## src/rtl/axis_fifo_pkt.sv

```systemverilog
// AXI-Stream FIFO with TLAST sideband, occupancy flags, synchronous flush and
// an optional packet mode that holds the output until a full packet is stored.
module axis_fifo_pkt #(
  parameter int OUTW     = 24,
  parameter int DEPTH    = 19,
  parameter int AF_TH    = 16,
  parameter int AE_TH    = 2,
  parameter int PKT_MODE = 0
) (
  input  logic                         clk,
  input  logic                         reset,
  input  logic                         flush,
  input  logic [OUTW-1:0]              IN_AXIS_TDATA,
  input  logic                         IN_AXIS_TLAST,
  input  logic                         IN_AXIS_TVALID,
  output logic                         IN_AXIS_TREADY,
  output logic [OUTW-1:0]              OUT_AXIS_TDATA,
  output logic                         OUT_AXIS_TLAST,
  output logic                         OUT_AXIS_TVALID,
  input  logic                         OUT_AXIS_TREADY,
  output logic [$clog2(DEPTH+1)-1:0]   count,
  output logic                         almost_full,
  output logic                         almost_empty,
  output logic [$clog2(DEPTH+1)-1:0]   pkt_count
);

  localparam int CNTW = $clog2(DEPTH + 1);
  localparam int PW   = (DEPTH > 1) ? $clog2(DEPTH) : 1;
  localparam logic [PW-1:0]   LAST_IDX = PW'(DEPTH - 1);
  localparam logic [CNTW-1:0] FULL_CNT = CNTW'(DEPTH);
  localparam logic [CNTW-1:0] AF_CNT   = CNTW'(AF_TH);
  localparam logic [CNTW-1:0] AE_CNT   = CNTW'(AE_TH);

  logic [OUTW:0]   mem [DEPTH];
  logic [OUTW:0]   rdata;
  logic [PW-1:0]   head;
  logic [PW-1:0]   tail;
  logic [PW-1:0]   tail_next;
  logic            full;
  logic            wr;
  logic            rd;
  logic            pkt_inc;
  logic            pkt_dec;

  function automatic logic [PW-1:0] wrap_inc(input logic [PW-1:0] p);
    return (p == LAST_IDX) ? '0 : p + PW'(1);
  endfunction

  assign full           = (count == FULL_CNT);
  assign OUT_AXIS_TDATA = rdata[OUTW-1:0];
  assign OUT_AXIS_TLAST = rdata[OUTW];
  assign almost_full    = (count >= AF_CNT);
  assign almost_empty   = (count <= AE_CNT);

  always_comb begin
    OUT_AXIS_TVALID = 1'b0;
    if (PKT_MODE != 0) begin
      // A packet longer than the buffer would never complete; let it stream.
      OUT_AXIS_TVALID = (pkt_count != '0) | full;
    end else begin
      OUT_AXIS_TVALID = (count != '0);
    end
    rd             = OUT_AXIS_TVALID & OUT_AXIS_TREADY;
    IN_AXIS_TREADY = ~reset & ~flush & (~full | rd);
    wr             = IN_AXIS_TVALID & IN_AXIS_TREADY;
    tail_next      = rd ? wrap_inc(tail) : tail;
    pkt_inc        = wr & IN_AXIS_TLAST;
    pkt_dec        = rd & OUT_AXIS_TLAST;
  end

  always_ff @(posedge clk) begin
    if (reset || flush) begin
      head      <= '0;
      tail      <= '0;
      count     <= '0;
      pkt_count <= '0;
    end else begin
      if (wr) head <= wrap_inc(head);
      tail <= tail_next;
      case ({wr, rd})
        2'b10:   count <= count + CNTW'(1);
        2'b01:   count <= count - CNTW'(1);
        default: count <= count;
      endcase
      case ({pkt_inc, pkt_dec})
        2'b10:   pkt_count <= pkt_count + CNTW'(1);
        2'b01:   pkt_count <= pkt_count - CNTW'(1);
        default: pkt_count <= pkt_count;
      endcase
    end
  end

  // Read port follows tail_next; a write landing on that slot is forwarded
  // so a beat into an empty (or emptying) FIFO is visible the next cycle.
  always_ff @(posedge clk) begin
    if (wr) mem[head] <= {IN_AXIS_TLAST, IN_AXIS_TDATA};
    if (wr && (head == tail_next)) begin
      rdata <= {IN_AXIS_TLAST, IN_AXIS_TDATA};
    end else begin
      rdata <= mem[tail_next];
    end
  end

endmodule

```

## config.mk

```make
export PLATFORM = sky130hd
export DESIGN_NAME = axis_fifo_pkt
export DESIGN_NICKNAME = d
export VERILOG_FILES = /design/src/rtl/axis_fifo_pkt.sv
export SDC_FILE = /design/constraint.sdc
export NUM_CORES = 1
export LEC_CHECK = 0
export CORE_ASPECT_RATIO = 1.1
export CORE_MARGIN = 2
export CORE_UTILIZATION = 60
export DETAILED_ROUTE_END_ITERATION = 12
export HOLD_SLACK_MARGIN = 0.15
export PLACE_DENSITY_LB_ADDON = 0.15
export SETUP_SLACK_MARGIN = 0.1
export SYNTH_ARGS = -nofsm -noshare
export SYNTH_HDL_FRONTEND = slang
export SYNTH_SLANG_ARGS = --single-unit
```

## constraint.sdc

```tcl
create_clock -name clk -period 10.96 [get_ports clk]
set_input_delay 3.288 -clock clk [delete_from_list [all_inputs] [get_ports clk]]
set_output_delay 3.288 -clock clk [all_outputs]
set_load 0.02 [all_outputs]
```

Yosys cells after proc, flatten, opt, wreduce, memory -nomap -nowiden
Memory sizes are Yosys's and may differ from the RTL's. A register that Yosys moved wholly into a read port is not among the register bits.
Index checks and enable logic that the tools add are counted.
W data, S select, Z words.

word-level totals
  register bits = 20
  bits in writable memories = 475
  input port bits = 30
  word-level logic and storage cells = 41
  memories kept = 1

memory list
  name  depth  bits a word  read ports  clocked after memory_dff  wr ports  line  source
  mem   19     25           1           1                         1         34    logic [OUTW:0] mem [DEPTH];

cells by class
  $add $sub $neg = 6
  $lt $le $gt $ge = 2
  equal/unequal tests = 7
  muxes and demuxes = 7
  bitwise gates (word level) = 10
  reduce and logical (&&, ||, !) cells = 4

operators by type and width
  cell                   count
  $add A5 B1 Y5 const B  4
  $pmux W5 S2            2
  $eq A5 B5 Y1 const B   3
  $mux W5                3
  $sub A5 B1 Y5 const B  2
  $and A1 B1 Y1          6
  $ge A5 B5 Y1 const B   1
  $le A5 B2 Y1 const B   1
  $reduce_bool A5 Y1     1
  $eq A2 B1 Y1 const B   2
  $eq A2 B2 Y1 const B   2
  $reduce_bool A2 Y1     2
  $not A1 Y1             3
  $mux W1                2
  $logic_or A1 B1 Y1     1
  $or A1 B1 Y1           1

Logic depth before layout (Yosys ltp)
Gate-level depths: netlist of run 1.

  depth in word-level cells = 8
  mapped depth = 16
  depth with buffers taken out = 13

Worst setup path before layout of run 1
No wires, ideal clock.

  path type = in2out
  start = input flush
  end = output IN_AXIS_TREADY
  data arrival time = 4.229 ns
  required time = 7.672 ns
  slack = 3.443 ns
  stages = 4
  path buffers = 2
  path through = or2_1 > buf_2 > clkbuf_1 > a31oi_1

between the ends
  word-level cells in the longest chain between the ends = 3

RTL lines
  item                         line  source
  start: declaration           12    input logic flush,
  $not A1 Y1                   64    IN_AXIS_TREADY = ~reset & ~flush & (~full | rd);
  $and A1 B1 Y1 (2 in series)  64
  end: declaration             16    output logic IN_AXIS_TREADY,

Every way passes these cells.

Worst setup path in the final report of run 1
Ends and elaborated chain as after synthesis.

==> impl_results.md, run 1 <==
- Sink Count: 500
- Relative slew margins: 21.6%
- Share of layout cells above drive strength 1: between 10% and 20%
- # H-tree levels: 2
- R2R setup slack: 6.71 ns
- CTS Buffer Depth: 3
- PnR Total Power: 3.71 mW
- Post-Syn Area per Cell: ~19 um2
- Largest net degree at the start of global routing: 77
- N_diodes: 0
- Cell leakage power: 6.78 nW
- Worst setup path class: input port to output port
- Syn Inst Count: 1027
- Post-CTS sizing: 0
- First-pass GRT wire length: 59600 um
- Largest cells by area after synthesis: edfxtp_1 (73%), mux4_2 (11%), dfxtp_1 (2.6%), nand2_1 (1.7%), mux2i_1 (1.5%)
- Synthesized area: 19500 um2
- Initial antenna violation count: 0
- Postcts setup bufs: 0
- Crit. Startpoint: flush
- Final Max Tran Viols: 0
- Final wirelength: 39400 um
- Hold_buf cts: 0
- Hold Fails Final Rpt: 0
- Net Count, Synth: 1073
- Fin nets: 1138
- PnR worst setup slack: 2.64 ns
- Die width: between 150 and 200 um
- Num rows: 69
- WP data required: 7.67 ns
- All-layer global routing usage: 24.0%
- Post-synth cell types: 44
- Max-cap violations: 0
- Post-synth EDFFs: 475
- Clock transition at path regs: 0.06 ns
- Routed vias/inst: 6.20
- Design area: approximately 22000 um2
- Die extent in y: 193 um
- Die ar.: approximately 34000 um2
- Warnings from Yosys: 0
- Setup TNS: 0 ns
- TritonCTS Buffers: 47
- Met2 Wirelength: between 20000 and 25000 um
- Initial DRT Pass Iterations: 5
- Peak VDD IR: between 0.1 and 0.15 mV
- Routed len/inst: approximately 25 um
- GP Congestion: between 0.7 and 0.8
- 1st-iter DRT viols: between 900 and 1000
- Reg2Reg Depth: 12
- Metal3 WL: 2140 um
- Area leader, netlist: edfxtp_1
- DP Worst Slack: ~2.6 ns
- CORE AREA: 32200 um2
- PortBufs: 68
- Vias: roughly 9600
- Status: finished, final reports clean
- Period utilization: 75.9%
- Fmax: 120 MHz
- Synth top area share: 73.1%
- CP Max Fanout: 16
- Worst slew pin tran: 1.17 ns
- Remaining antenna violation count: 0
- RSZ-0062 raised after global routing: false
- Top Metal Used: met4
- # DRC: 0
- Skew final: 0.00860 ns
- Seq/Total Area, Yosys: ~76%
- #FFs+latches synth: 500
- Post-DP HPWL: 19700 um
- Final setup fails: 0
- Clk root buf: clkbuf_16
- Cell area after placement: between 20000 and 25000 um2
- Worst setup EP type: output port
- Reg-to-Reg End: pkt_count[4]$_SDFFE_PP0P_
- Fraction of registers with async set or reset after synthesis: 0%
- Grt ovf: 0
- Power density over the cells: 168 nW/um2
- Vias in the first global route: 9982
- Synth Flop Type: edfxtp_1
- Hold Path Class: register to register
- Crit path to: IN_AXIS_TREADY
- Clock Latency Late Sink: 0.54 ns
- Final core occ: 68.7%
- Post-route met1 wirelength: 16400 um
- Number of top-level pins: 69
- Tmin final: roughly 8.3 ns
- Crit start category: input port
- WP data arrival: just over 5 ns
- Layout area overhead: 13.3%
- Starting density of the core: 60.6%
- CTS tree: yes
cell type report:
type	instances	area (um2)
fillers	2039	10100
inverters	17	63.8
repair buffers	77	761
multi-input cells	449	4560
well taps	426	533
flip-flops and latches	500	14800
clock buffers	61	1260
clock inverters	25	161
kinds of logic (layout without fill, tap and decap cells):
group / Yosys count / in the layout / synth area share [%]
DFF: 500 / 500 / 75.7
AOI/OAI and AO/OA: 134 / 134 / 4.65
muxes: 129 / 129 / 12.9
xor gates and xnor gates: 6 / 6 / 0.269
buffers and inverters: 78 / 180 / 1.69
and+or+nand+nor: 164 / 164 / 3.72
adders and majority gates: 16 / 16 / 1.10
critical path, cell delays in order:
cell             delay, ns
clkdlybuf4s50_1       0.42
or2_1                 0.46
a31oi_1               0.24
clkdlybuf4s50_1       0.63
synth_stat cells, types with 3 or more instances:
library cell / instances
edfxtp_1: 475
mux4_2: 98
nand2_1: 86
clkbuf_1: 39
nor2_1: 34
mux2i_1: 29
o21ai_0: 27
a21o_1: 26
a311oi_1: 25
dfxtp_1: 25
o22ai_1: 24
buf_2: 18
inv_1: 15
ha_1: 14
a21oi_1: 13
nand3_1: 10
nor2b_1: 6
and2_1: 5
o21ai_1: 5
o31ai_1: 5
or3_1: 5
xor2_1: 5
buf_4: 4
nor3_1: 4
nor4b_1: 3
cells in the final DEF, fill, tap and decap left out, drive strengths merged, types with 3 or more instances in the layout:
master,count
nor3,4
nor2,34
o22ai,24
nand3,10
clkbuf,61
ha,14
clkdlybuf4s50,68
clkinv,22
nor2b,6
a21oi,13
nand2,86
edfxtp,475
a311oi,26
inv,18
o31ai,6
dfxtp,25
mux4,98
a21o,26
xor2,5
mux2i,29
or3,5
buf,9
nor4b,3
and2,5
o21ai,32
stage by stage:
step                std cells  hold WS, ns
floorplan                1027        0.484
global placement         1469        0.506
detailed placement       1469        0.509
CTS                      1555        0.520
global route             1555        0.539
finish                   1555        0.513
power breakdown:
group,leakage [nW],switching (mW),internal [mW]
Clock,0.700,0.658,0.854
Sequential,4.48,0.00550,2.09
Combinational,1.60,0.0549,0.0426
Total,6.78,0.719,2.99
worst min path at each step:
stage | startpoint | end | slack [ns] | depth (start not counted)
2_1_floorplan | tail[1]$_SDFF_PP0_ | register | 0.48 | 2
3_3_place_gp | pkt_count[3]$_SDFFE_PP0P_ | pkt_count[3]$_SDFFE_PP0P_ | 0.51 | 2
3_5_place_dp | pkt_count[3]$_SDFFE_PP0P_ | pkt_count[3]$_SDFFE_PP0P_ | 0.51 | 2
4_1_cts | pkt_count[3]$_SDFFE_PP0P_ | pkt_count[3]$_SDFFE_PP0P_ | 0.52 | 2
5_1_grt | pkt_count[3]$_SDFFE_PP0P_ | pkt_count[3]$_SDFFE_PP0P_ | 0.54 | 2
6_report | pkt_count[3]$_SDFFE_PP0P_ | pkt_count[3]$_SDFFE_PP0P_ | 0.51 | 2
per-layer routing:
| metal | global-route usage [%] | vias up |
|---|---|---|
| met5 | 0 | - |
| met4 | 5.21 | 0 |
| met3 | 3.35 | 50 |
| met2 | 42.2 | 272 |
| met1 | 32.6 | 5039 |
| li1 | - | 4278 |
state kept, by name (all words and copies together) (netlist names), named ones only:
name,flops
pkt_count,5
count,5
head,5
tail,5
mem,475
No activity file was read; power rests on OpenSTA's default activity.
==> inputs of run 2 (changes only) <==
Settings changed: CORE_UTILIZATION 60 to 55.
Clock period 10.96 ns to 7.5 ns, I/O delays scaled along.
==> run 2 against run 1 <==
Against the previous run: cell count rose by 1.8%; critical path depth did not move; global-route usage fell by 2.1 points; cell area rose by 1.1%; critical endpoint unchanged; core utilization fell by 4.9 points; sequential power rose by 46%; worst setup slack got worse by 1.4 ns; combinational power rose by 50%; clock-buffer cell count fell by 3; first-iteration DRC count fell by 6.7%.
==> impl_results.md, run 2 (synthesis results as in run 1) <==
- TritonCTS Buffers: 48 (+2.1%)
- Cell leakage power: 6.89 nW (+1.6%)
- Reg with most FFs: mem
- WP data arrival: 3.97 ns (-1.06 ns)
- Worst slew pin tran: 1.13 ns (-0.0407 ns)
- First-pass GRT wire length: 59600 um (about the same)
- Crit start category: input port
- DP Worst Slack: 1.27 ns (-1.36 ns)
- Final wirelength: 39300 um (-0.37%)
- # H-tree levels: 2 (unchanged)
- WP data required: 5.25 ns (-2.42 ns)
- R2R setup slack: 3.52 ns (-3.19 ns)
- Final setup fails: 0 (unchanged)
- Setup TNS: 0 ns (unchanged)
- 1st-iter DRT viols: 853 (-6.7%)
- # DRC: 0 (unchanged)
- Max reg flops: 475 (unchanged)
- Starting density of the core: 55.7% (-4.9 points)
- Largest net degree at the start of global routing: 65 (-16%)
- Post-CTS sizing: 0 (unchanged)
- Final Max Tran Viols: 0 (unchanged)
- Status: finished, final reports clean
- Vias in the first global route: 9886 (-0.96%)
- PnR worst setup slack: 1.28 ns (-1.36 ns)
- Most common cell after layout, fill and taps aside: edfxtp_1
- Number of top-level pins: 69 (unchanged)
- Initial DRT Pass Iterations: 5 (unchanged)
- Max-cap violations: 0 (unchanged)
- Postcts setup bufs: 0 (unchanged)
- Share of layout cells above drive strength 1: 18.8% (+1.5 points)
- Reg2Reg Depth: 12 (unchanged)
- Hold Fails Final Rpt: 0 (unchanged)
- Routed len/inst: 24.8 um (-2.1%)
- Worst setup EP type: output port
- Peak VDD IR: 0.207 mV (+73%)
- GP Congestion: 0.757 (-0.96%)
- # fillers: 2411 (+18%)
- Fin nets: 1145 (+0.62%)
- Grt ovf: 0 (unchanged)
- Die extent in y: 202 um (+4.4%)
- Most frequent cells in the layout: edfxtp_1 (475), mux4_2 (98), nand2_1 (86)
- CTS tree: yes
- N_diodes: 0 (unchanged)
- Power density over the cells: 251 nW/um2 (+50%)
- Clk root buf: clkbuf_16
- Hold Path Stages: 2 (unchanged)
- Post-DP HPWL: 21100 um (+7.1%)
- Vias: 9675 (+0.37%)
- Remaining antenna violation count: 0 (unchanged)
- Fmax: 161 MHz
- Hold_buf cts: 0 (unchanged)
- Hold Path Class: register to register
- Layout area overhead: 14.6%
- Worst setup path class: input port to output port
- Tmin final: roughly 6.2 ns
- RSZ-0062 raised after global routing: false
- Sink Count: 500 (unchanged)
- Relative slew margins: 24.3% (+2.7 points)
- Die width: 184 um (+4.3%)
- Clock transition at path regs: 0.05 ns (about the same)
- PortBufs: 68 (unchanged)
- Routed vias/inst: 6.11 (-1.4%)
- Post-Layout Cell Count: 1583 (+1.8%)
- Period utilization: 82.9%
- Skew final: 0.0124 ns (+0.00384 ns)
- CORE AREA: 35000 um2 (+8.8%)
- Initial antenna violation count: 0 (unchanged)
- All-layer global routing usage: 21.9% (-2.1 points)
- Num rows: 72 (+4.3%)
- Placed insts: 1493 (+1.6%)
- Die ar.: 37000 um2 (+8.9%)
- Clock Latency Late Sink: 0.57 ns (+0.03 ns)
- CP Max Fanout: 16 (unchanged)
- CTS Buffer Depth: 3 (unchanged)
[run 2: where the power goes]
group	switching, mW	internal [mW]	total (mW)
clock network	1.00	1.39	2.39
registers	0.00654	3.06	3.07
logic	0.0829	0.0635	0.146
[run 2: critical path, stage by stage]
cell and delay (ns):
clkdlybuf4s50_1 0.41, or2_1 0.45, a31oi_1 0.23, clkdlybuf4s50_1 0.62
[run 2: routing by layer]
layer / GRT usage, % / vias to the layer above / part of all wire [%]
met2: 36.3 / 264 / 51
met4: 5.34 / 0 / 1.7
met1: 30.9 / 5048 / 42
met5: 0 / - / 0
met3: 3.35 / 55 / 5.3
li1: - / 4308 / -
[run 2: layout make-up]
type | instances | area [um2] | area share, %
repair buffers | 83 | 831 | 3.72
clock buffers | 58 | 1280 | 5.72
flip-flops and latches | 500 | 14800 | 66.1
multi-input cells | 449 | 4560 | 20.4
inverters | 17 | 63.8 | 0.285
clock inverters | 32 | 293 | 1.31
well taps | 444 | 556 | 2.48
[run 2: path summary, 6_finish.rpt]
path                              from                        end
min          pkt_count[3]$_SDFFE_PP0P_  pkt_count[3]$_SDFFE_PP0P_
max                              flush             IN_AXIS_TREADY
max reg2reg                   register  pkt_count[4]$_SDFFE_PP0P_
min reg2reg  pkt_count[3]$_SDFFE_PP0P_  pkt_count[3]$_SDFFE_PP0P_
[run 2: through the flow]
| step | util (%) | hold slack (ns) | total power [mW] | instance area [um2] |
|---|---|---|---|---|
| 6_report | 63.8 | 0.520 | 5.61 | 22400 |
| 5_1_grt | 63.8 | 0.580 | 5.78 | 22400 |
| 4_1_cts | 63.8 | 0.521 | 5.65 | 22400 |
| 3_5_place_dp | 59.3 | 0.509 | 3.28 | 20800 |
| 3_3_place_gp | 59.3 | 0.499 | 3.27 | 20800 |
| 2_1_floorplan | - | 0.484 | 3.20 | 19500 |
==> inputs of run 3 (changes only) <==
Settings changed: CORE_UTILIZATION 55 to 60.
Clock period 7.5 ns to 6.3 ns, I/O delays scaled along.
==> run 3 against run 2 <==
Against the previous run: core utilization grew 5.8 points; sequential share of layout area shrank 0.19 points; combinational power grew 26%; routed wire length grew 2.1%; global-route usage grew 2.7 points; clock power grew 19%; die area shrank 8.2%; hold slack is essentially flat; non-clock buffer count grew 8; register-to-register slack lost 0.89 ns; sequential power grew 19%; cell area grew 0.29%; critical path type unchanged.
==> impl_results.md, run 3 (synthesis results as in run 1) <==
- Die extent in y: 193 um (-4.2%)
- Skew final: 0.00898 ns (-0.00346 ns)
- R2R setup slack: 2.63 ns (-0.89 ns)
- Share of layout cells above drive strength 1: 18.8% (-0.033 points)
- All-layer global routing usage: 24.5% (+2.7 points)
- Max reg flops: 475 (unchanged)
- Initial DRT Pass Iterations: 8 (+3)
- Initial antenna violation count: 0 (unchanged)
- Clock Latency Late Sink: 0.55 ns (-0.02 ns)
- Largest net degree at the start of global routing: 71 (+9.2%)
- Post-DP HPWL: 22400 um (+6.5%)
- PortBufs: 68 (unchanged)
- Clock transition at path regs: 0.06 ns (about the same)
- Max-cap violations: 0 (unchanged)
- Routed len/inst: 25.6 um (+3.1%)
- Worst setup EP type: output port
- Remaining antenna violation count: 0 (unchanged)
- WP data required: 4.41 ns (-0.84 ns)
- Final wirelength: 40100 um (+2.1%)
- Hold Path Class: register to register
- Cell leakage power: 6.93 nW (+0.63%)
- Clk root buf: clkbuf_16
- 1st-iter DRT viols: 1076 (+26%)
- # DRC: 0 (unchanged)
- # H-tree levels: 2 (unchanged)
- Die width: 176 um (-4.2%)
- Most frequent cells in the layout: edfxtp_1 (475), mux4_2 (98), nand2_1 (86)
- Final Max Tran Viols: 0 (unchanged)
- Grt ovf: 0 (unchanged)
- # fillers: 1983 (-18%)
- Hold Path Stages: 2 (unchanged)
- Relative slew margins: 33.1% (+8.8 points)
- Layout area overhead: 14.9%
- Reg-to-Reg End: pkt_count[4]$_SDFFE_PP0P_
- RSZ-0062 raised after global routing: false
- Storage cell area: 14800 um2 (unchanged)
- Crit start category: input port
- Die ar.: 34000 um2 (-8.2%)
- PnR Total Power: 6.68 mW (+19%)
- Hold Fails Final Rpt: 0 (unchanged)
- Power density over the cells: 298 nW/um2 (+19%)
- PnR worst setup slack: 0.766 ns (-0.516 ns)
- Starting density of the core: 60.6% (+4.9 points)
- Vias: 9848 (+1.8%)
- CORE AREA: 32200 um2 (-8.1%)
- Peak VDD IR: 0.240 mV (+16%)
- Hold_buf cts: 0 (unchanged)
- DP Worst Slack: 0.770 ns (-0.502 ns)
- CTS tree: yes
- Sink Count: 500 (unchanged)
- Status: finished, final reports clean
- Setup TNS: 0 ns (unchanged)
- Number of top-level pins: 69 (unchanged)
- CP Max Fanout: 16 (unchanged)
- GP Congestion: 0.763 (+0.79%)
- Tmin final: 5.53 ns
- Min-delay src: tail[1]$_SDFF_PP0_
- Most common cell after layout, fill and taps aside: edfxtp_1
- Final setup fails: 0 (unchanged)
- Reg2Reg Depth: 13 (+1)
- Routed vias/inst: 6.28 (+2.8%)
- Num rows: 69 (-4.2%)
- Area of the multi-input gates: 4560 um2 (unchanged)
- Fin nets: 1152 (+0.61%)
- TritonCTS Buffers: 47 (-2.1%)
- First-pass GRT wire length: 61000 um (+2.3%)
- Post-CTS sizing: 0 (unchanged)
- Reg with most FFs: mem
- Worst slew pin tran: 1.00 ns (-0.131 ns)
- Vias in the first global route: 9983 (+0.98%)
- N_diodes: 0 (unchanged)
- CTS Buffer Depth: 3 (unchanged)
- Final core occ: 69.6% (+5.8 points)
- Worst setup path class: input port to output port
- Postcts setup bufs: 0 (unchanged)
- Fmax: 181 MHz
- WP data arrival: 3.64 ns (-0.33 ns)
- Period utilization: 87.8%
[run 3: changes by cell type in the layout (fill, tap and decap cells not counted), moves of 2 or more]
cell,delta
clkinv_2,-6
buf_4,+5
buf_12,+3
clkinv_1,+2
clkinvlp_4,-2
inv_6,-2
[run 3: report_power, final]
part / total [mW] / leakage [nW] / internal [mW] / switching (mW)
registers: 3.65 / 4.48 / 3.64 / 0.00670
logic: 0.184 / 1.69 / 0.0767 / 0.107
clock network: 2.85 / 0.763 / 1.69 / 1.16
[run 3: worst max path at each step]
| stage | slack (ns) | cells after the start | startpoint | to |
|---|---|---|---|---|
| 2_1_floorplan | 1.58 | 4 | flush | IN_AXIS_TREADY |
| 3_3_place_gp | 0.76 | 4 | flush | IN_AXIS_TREADY |
| 3_5_place_dp | 0.77 | 4 | flush | IN_AXIS_TREADY |
| 4_1_cts | 0.76 | 4 | flush | IN_AXIS_TREADY |
| 5_1_grt | 0.66 | 4 | flush | IN_AXIS_TREADY |
| 6_report | 0.77 | 4 | flush | IN_AXIS_TREADY |
[run 3: metal layers]
layer	GRT usage (%)	share of wire, %	up-vias
li1	-	-	4311
met1	35.4	41	5129
met2	40.2	50	359
met3	3.86	7.0	49
met4	6.45	1.9	0
met5	0	0	-
[run 3: metrics by stage]
step                area, um2  std cells  hold WS (ns)
floorplan               19500       1027         0.484
global placement        20900       1483         0.507
detailed placement      20900       1483         0.512
CTS                     22400       1567         0.523
global route            22400       1567         0.548
finish                  22400       1567         0.519
[run 3: final cells by class]
cell class                      count  area share, %
Timing Repair Buffer               91           4.14
Clock inverter                     25           1.19
Tap cell                          426           2.38
Multi-Input combinational cell    449           20.4
Inverter                           17          0.285
Sequential cell                   500           65.9
Clock buffer                       59           5.77
[run 3: worst max-delay path, cell delays in order]
cell	delay [ns]
clkdlybuf4s50_1	0.41
or2_1	0.46
a31oi_1	0.25
clkdlybuf4s50_1	0.63
